## src/rtl/spi_reg_slave.sv

```systemverilog
// -----------------------------------------------------------------------------
// spi_reg_slave
//
// SPI Mode-0 responder that converts 40-bit host frames (8-bit command, then
// DATA_W data bits, MSB first) into single-cycle register-bus strobes in the
// clk domain. The SPI pins are oversampled through SYNC_STAGES flops, so the
// block has a single clock domain (clk).
//
// Command byte: bit7 = 1 write, bit7 = 0 read, bits[6:0] register address.
// The first byte shifted out on miso is the status byte left behind by the
// previous frame: {5'b0, rd_late, overrun, abort}.
//
// Ports:
//   clk         system clock (at least 8x the SCK frequency)
//   rstn        asynchronous active-low reset
//   spi_sck     SPI clock, CPOL = 0
//   spi_ss_n    SPI select, active low
//   spi_mosi    host-to-slave data
//   spi_miso    slave-to-host data, 0 while deselected
//   reg_addr    register address, valid with reg_rd / reg_wr
//   reg_wdata   write data, valid with reg_wr
//   reg_wr      one-clk write strobe
//   reg_rd      one-clk read strobe
//   reg_rdata   read data, sampled when reg_rvalid = 1
//   reg_rvalid  read data valid, same cycle as reg_rd or later
//   busy        high while a frame is in progress
// -----------------------------------------------------------------------------
module spi_reg_slave #(
    parameter int ADDR_W      = 7,
    parameter int DATA_W      = 32,
    parameter int SYNC_STAGES = 2
) (
    input  logic              clk,
    input  logic              rstn,
    input  logic              spi_sck,
    input  logic              spi_ss_n,
    input  logic              spi_mosi,
    output logic              spi_miso,
    output logic [ADDR_W-1:0] reg_addr,
    output logic [DATA_W-1:0] reg_wdata,
    output logic              reg_wr,
    output logic              reg_rd,
    input  logic [DATA_W-1:0] reg_rdata,
    input  logic              reg_rvalid,
    output logic              busy
);

    localparam int FRAME_LEN = 8 + DATA_W;
    localparam int CNT_W     = $clog2(FRAME_LEN + 2);

    // Counter values of interest: the counter holds the number of rising
    // edges seen so far in the frame and parks at FRAME_LEN + 1.
    localparam logic [CNT_W-1:0] CNT_ONE      = CNT_W'(1);
    localparam logic [CNT_W-1:0] CNT_CMD_M1   = CNT_W'(7);
    localparam logic [CNT_W-1:0] CNT_CMD      = CNT_W'(8);
    localparam logic [CNT_W-1:0] CNT_LAST_M1  = CNT_W'(FRAME_LEN - 1);
    localparam logic [CNT_W-1:0] CNT_LAST     = CNT_W'(FRAME_LEN);
    localparam logic [CNT_W-1:0] CNT_SAT      = CNT_W'(FRAME_LEN + 1);

    // Synchronizer chains and one-clk-delayed copies for edge detection
    logic [SYNC_STAGES-1:0] sck_sync;
    logic [SYNC_STAGES-1:0] ss_sync;
    logic [SYNC_STAGES-1:0] mosi_sync;
    logic                   sck_d;
    logic                   ss_d;

    logic sck_s;
    logic ss_s;
    logic mosi_s;

    // Frame state
    logic [CNT_W-1:0]  bit_cnt;
    logic [DATA_W-2:0] shift_in;
    logic [DATA_W-2:0] shift_out;
    logic [7:0]        cmd_q;
    logic              rd_wait;
    logic              rd_got;
    logic [DATA_W-1:0] rdata_q;
    logic              flag_abort;
    logic              flag_overrun;
    logic              flag_rd_late;
    logic [2:0]        status_q;

    // Decoded events
    logic              sck_rise;
    logic              sck_fall;
    logic              frame_start;
    logic              frame_end;
    logic [7:0]        cmd_next;
    logic [7:0]        status_byte;
    logic              read_hit;
    logic [DATA_W-1:0] read_word;

    assign sck_s  = sck_sync[SYNC_STAGES-1];
    assign ss_s   = ss_sync[SYNC_STAGES-1];
    assign mosi_s = mosi_sync[SYNC_STAGES-1];

    // The select chain resets to 0 (selected) on purpose: a select that is
    // already low when reset is released never produces a falling edge, so
    // that frame is ignored until the host deselects and selects again.
    always_ff @(posedge clk or negedge rstn) begin
        if (!rstn) begin
            sck_sync  <= '0;
            ss_sync   <= '0;
            mosi_sync <= '0;
            sck_d     <= 1'b0;
            ss_d      <= 1'b0;
        end else begin
            sck_sync  <= {sck_sync[SYNC_STAGES-2:0], spi_sck};
            ss_sync   <= {ss_sync[SYNC_STAGES-2:0], spi_ss_n};
            mosi_sync <= {mosi_sync[SYNC_STAGES-2:0], spi_mosi};
            sck_d     <= sck_s;
            ss_d      <= ss_s;
        end
    end

    // SCK edges only count inside an active frame; busy doubles as the
    // "frame open" flag so stray edges while deselected are dropped.
    always_comb begin
        sck_rise    = busy & ~ss_s & sck_s & ~sck_d;
        sck_fall    = busy & ~ss_s & ~sck_s & sck_d;
        frame_start = ~busy & ss_d & ~ss_s;
        frame_end   = busy & ss_s;
        cmd_next    = {shift_in[6:0], mosi_s};
        status_byte = {5'b0, status_q};
        // Read data may arrive in the very clk that the response is loaded
        read_hit    = rd_got | (rd_wait & reg_rvalid);
        read_word   = '0;
        if (rd_got) begin
            read_word = rdata_q;
        end else if (rd_wait && reg_rvalid) begin
            read_word = reg_rdata;
        end
    end

    // Frame engine: bit counting, shifting, strobes, per-frame flags and the
    // status byte handed to the next frame.
    always_ff @(posedge clk or negedge rstn) begin
        if (!rstn) begin
            spi_miso     <= 1'b0;
            reg_addr     <= '0;
            reg_wdata    <= '0;
            reg_wr       <= 1'b0;
            reg_rd       <= 1'b0;
            busy         <= 1'b0;
            bit_cnt      <= '0;
            shift_in     <= '0;
            shift_out    <= '0;
            cmd_q        <= '0;
            rd_wait      <= 1'b0;
            rd_got       <= 1'b0;
            rdata_q      <= '0;
            flag_abort   <= 1'b0;
            flag_overrun <= 1'b0;
            flag_rd_late <= 1'b0;
            status_q     <= '0;
        end else begin
            reg_wr <= 1'b0;
            reg_rd <= 1'b0;

            // Only the first valid beat after reg_rd is kept
            if (rd_wait && reg_rvalid) begin
                rdata_q <= reg_rdata;
                rd_got  <= 1'b1;
                rd_wait <= 1'b0;
            end

            if (frame_start) begin
                busy         <= 1'b1;
                bit_cnt      <= '0;
                cmd_q        <= '0;
                rd_wait      <= 1'b0;
                rd_got       <= 1'b0;
                flag_abort   <= 1'b0;
                flag_overrun <= 1'b0;
                flag_rd_late <= 1'b0;
                spi_miso     <= status_byte[7];
                shift_out    <= {status_byte[6:0], {(DATA_W-8){1'b0}}};
            end else if (frame_end) begin
                busy     <= 1'b0;
                spi_miso <= 1'b0;
                rd_wait  <= 1'b0;
                status_q <= {flag_rd_late, flag_overrun, (bit_cnt < CNT_LAST)};
            end else begin
                if (sck_rise) begin
                    shift_in <= {shift_in[DATA_W-3:0], mosi_s};
                    if (bit_cnt != CNT_SAT) begin
                        bit_cnt <= bit_cnt + CNT_ONE;
                    end
                    if (bit_cnt >= CNT_LAST) begin
                        flag_overrun <= 1'b1;
                    end
                    // Command complete: reads are issued immediately so the
                    // register file has until the 8th falling edge to answer.
                    if (bit_cnt == CNT_CMD_M1) begin
                        cmd_q <= cmd_next;
                        if (!cmd_next[7]) begin
                            reg_addr <= cmd_next[ADDR_W-1:0];
                            reg_rd   <= 1'b1;
                            rd_wait  <= 1'b1;
                            rd_got   <= 1'b0;
                        end
                    end
                    if (bit_cnt == CNT_LAST_M1 && cmd_q[7]) begin
                        reg_addr  <= cmd_q[ADDR_W-1:0];
                        reg_wdata <= {shift_in, mosi_s};
                        reg_wr    <= 1'b1;
                    end
                end

                if (sck_fall) begin
                    if (bit_cnt == CNT_CMD) begin
                        rd_wait <= 1'b0;
                        if (!cmd_q[7]) begin
                            spi_miso  <= read_word[DATA_W-1];
                            shift_out <= read_word[DATA_W-2:0];
                            if (!read_hit) begin
                                flag_rd_late <= 1'b1;
                            end
                        end else begin
                            spi_miso  <= 1'b0;
                            shift_out <= '0;
                        end
                    end else if (bit_cnt >= CNT_LAST) begin
                        spi_miso <= 1'b0;
                    end else begin
                        spi_miso  <= shift_out[DATA_W-2];
                        shift_out <= {shift_out[DATA_W-3:0], 1'b0};
                    end
                end
            end
        end
    end

endmodule

```

## config.mk

```make
export PLATFORM = sky130hd
export DESIGN_NAME = spi_reg_slave
export DESIGN_NICKNAME = d
export VERILOG_FILES = /design/src/rtl/spi_reg_slave.sv
export SDC_FILE = /design/constraint.sdc
export NUM_CORES = 1
export LEC_CHECK = 0
export CORE_MARGIN = 1
export CORE_UTILIZATION = 45
export CTS_BUF_LIST = sky130_fd_sc_hd__clkbuf_4 sky130_fd_sc_hd__clkbuf_8 sky130_fd_sc_hd__clkbuf_16
export DETAILED_ROUTE_END_ITERATION = 16
export PLACE_DENSITY = 0.66
export SETUP_SLACK_MARGIN = 0.05
export SYNTH_ARGS = -nofsm -noshare
export SYNTH_HDL_FRONTEND = slang
export SYNTH_SLANG_ARGS = --single-unit
```

## constraint.sdc

```tcl
create_clock -name clk -period 2.6 [get_ports clk]
set_clock_uncertainty 0.1 [all_clocks]
set_input_delay 0.65 -clock clk [delete_from_list [all_inputs] [get_ports clk]]
set_output_delay 0.65 -clock clk [all_outputs]
set_load 0.05 [all_outputs]
```

==> results.json <==
{
  "first_pass_iters": 5,
  "core_area_um2": 15300,
  "p_leak_uw": 0.00421,
  "relSlewSlack_pct": 61.9,
  "root_buffer": "clkbuf_16",
  "avgRoutedWirePerCell_um": 15.6,
  "num_rows": 45,
  "seq_area_frac_synth_pct": 58.9,
  "clkTransAtPathRegs_ns": 0.06,
  "yosysMostFrequentCell": "nand2_1",
  "synth_top_area_cell": "dfrtp_1",
  "ctsResizeCount": 0,
  "reg2reg_from": "bit_cnt[0]$_DFFE_PN0P_",
  "synth.avg_cell_area_um2": 9.92,
  "final-seq-area_um2": 4150,
  "crit_chain": "clkdlybuf4s50_1",
  "dieArea_um2": 16200,
  "layout_setup_ws_ns": 0.231,
  "yosysUniqueCellTypes": 42,
  "vias": 5387,
  "groute.usage.overall_pct": 21.3,
  "async_flop_share_pct": 100,
  "synth_common_cells": "nand2_1, dfrtp_1, a21oi_1",
  "crit_fanout": 2,
  "crit_family": "buffers and inverters",
  "cts_tree": "yes",
  "critPathBufInv": 1,
  "clock_latency_ns": 0.42,
  "tns_ns": 0,
  "rsz0062_at_grt": "no",
  "synth_edf_count": 0,
  "layout_min_cycle_time_ns": 2.37,
  "cp-start-kind": "flip-flop",
  "period_share_pct": 91.1,
  "ir_drop_uv": 499,
  "antenna_found_initial": 0,
  "finalMaxSlewViolations": 0,
  "wl_mm": 15.6,
  "cts_setup_buffers": 0,
  "die_w_um": 127,
  "yosys_register_bits": 166,
  "grt_pass1_vias": 5543,
  "drc": 0,
  "fmax_mhz": 422,
  "multiInputGateArea_um2": 2650,
  "viasPerCell": 5.38,
  "tightest_slew_ns": 0.571,
  "yosys_most_used_dff": "dfrtp_1",
  "cts_hold_buf": 0,
  "cp-end-kind": "primary output",
  "syn_nets": 752,
  "io_buffers": 80,
  "place_ws_ns": 0.450,
  "ant_nets": 0,
  "synth_area_leaders": "dfrtp_1, nand2_1, mux2_2, a21oi_1, a221oi_1",
  "grt_start_max_net_pins": 62,
  "critPathArrivalTime_ns": 1.62,
  "final-setup-viol-count": 0,
  "dpl.hpwl_mm": 9.60,
  "initial_core_util_pct": 46.2,
  "syn_to_final_growth_pct": 23.3,
  "synth_cells": 711,
  "drive_gt1_share_pct": 10.9,
  "crit_slowest_cell": "clkdlybuf4s50_1",
  "gp_congestion": 0.738,
  "fin_nets": 818,
  "grt_pass1_wl_mm": 27.1,
  "slowest_delay_ns": 0.83,
  "diodes": 0,
  "power_density_nw_per_um2": 639,
  "worstSetupStartpoint": "spi_miso$_DFFE_PN0P_",
  "critical_path_class": "flip-flop to primary output",
  "die_h_um": 127,
  "fill_cells": 1277,
  "cts_buffer_depth": 2,
  "htreeDepth": 4,
  "finalHoldViolations": 0,
  "netlist_area_um2": 7050,
  "required_ns": 1.85,
  "status": "finished clean",
  "cts.sinks": 166,
  "pin_count": 81,
  "cts_buffers": 17,
  "yosys.area.top_type_share_pct": 58.9,
  "yosysWarnings": 0,
  "hold_class": "input pin to async pin",
  "drt_iter0_markers": 353,
  "cap_violations": 0,
  "overflow": 0
}
-- flip-flops by register name, indices dropped and copies added, names as in the netlist, 2 cells and up --
register / cells
mosi_sync: 2
reg_wdata: 32
sck_sync: 2
shift_in: 31
rdata_q: 32
ss_sync: 2
status_q: 3
reg_addr: 7
bit_cnt: 6
cmd_q: 8
shift_out: 31
-- layout make-up --
class / instances / area share [%]
Clock buffer: 18 / 4.98
Multi-Input combinational cell: 489 / 30.4
Inverter: 3 / 0.130
Clock inverter: 14 / 1.90
Timing Repair Buffer: 100 / 11.7
Sequential cell: 166 / 47.8
Tap cell: 211 / 3.04
-- power breakdown --
part | total, uW | switching (uW) | leakage, uW | internal [uW]
clock network | 2540 | 1090 | 0.000294 | 1460
registers | 2730 | 63.4 | 0.00227 | 2660
logic | 285 | 159 | 0.00165 | 126
total | 5560 | 1310 | 0.00421 | 4240
-- cells in the final DEF, fill, tap and decap left out, types with 2 or more instances in the layout --
master,count
mux2_2,24
inv_8,2
and3b_1,2
nand2_1,243
clkbuf_16,17
mux2i_1,7
inv_1,3
buf_4,15
inv_6,5
nor3_1,4
dfrtp_1,166
a221oi_2,3
nor2_1,16
a21oi_1,44
a221oi_1,24
buf_12,5
and4bb_2,2
and2_1,2
nand4_1,3
mux2_1,11
xor2_1,3
and3_1,3
a22oi_1,3
bufinv_16,2
clkinv_4,3
o21ai_0,34
ha_1,3
clkdlybuf4s50_1,78
nand3_1,39
o211ai_1,4
-- per-layer routing --
metal / share of wire (%) / GRT usage [%] / vias to the layer above
met3: 4.9 / 6.24 / 13
met4: 0.77 / 6.09 / 0
met5: 0 / 0 / -
met2: 48 / 34.5 / 117
met1: 46 / 28.0 / 2706
li1: - / - / 2551
-- kinds of logic after synthesis --
group / synth area share, %
AOI/OAI and AO/OA: 10.9
and+or+nand+nor: 19.1
adders and majority gates: 0.532
xor gates and xnor gates: 0.373
muxes: 6.58
buffers and inverters: 3.58
DFF: 58.9
-- stage by stage --
step                      std cells  utilization (%)  hold WS, ns  power (uW)  cell area, um^2
final                          1001             57.0        0.110        5560             8690
after global routing           1001             57.0        0.147        5770             8690
after CTS                      1001             56.9        0.121        5620             8690
after detailed placement        969             53.0        0.236        3060             8090
after global placement          969             53.0        0.234        3050             8090
after floorplan                 711                -        0.231        2880             7050
-- path summary, 6_finish.rpt --
path	endpoint	cells past startpoint	slack (ns)
min in group clk	ss_sync[1]$_DFF_PN0_	0	0.25
hold reg to reg	ss_sync[1]$_DFF_PN0_	0	0.25
hold / removal	reg_rd$_DFF_PN0_	1	0.11
max in group asynchronous	shift_out[13]$_DFFE_PN0P_	2	1.55
setup / recovery	spi_miso	1	0.23
setup reg to reg	shift_out[22]$_DFFE_PN0P_	7	0.52
Power figures use the tool's default switching activity.
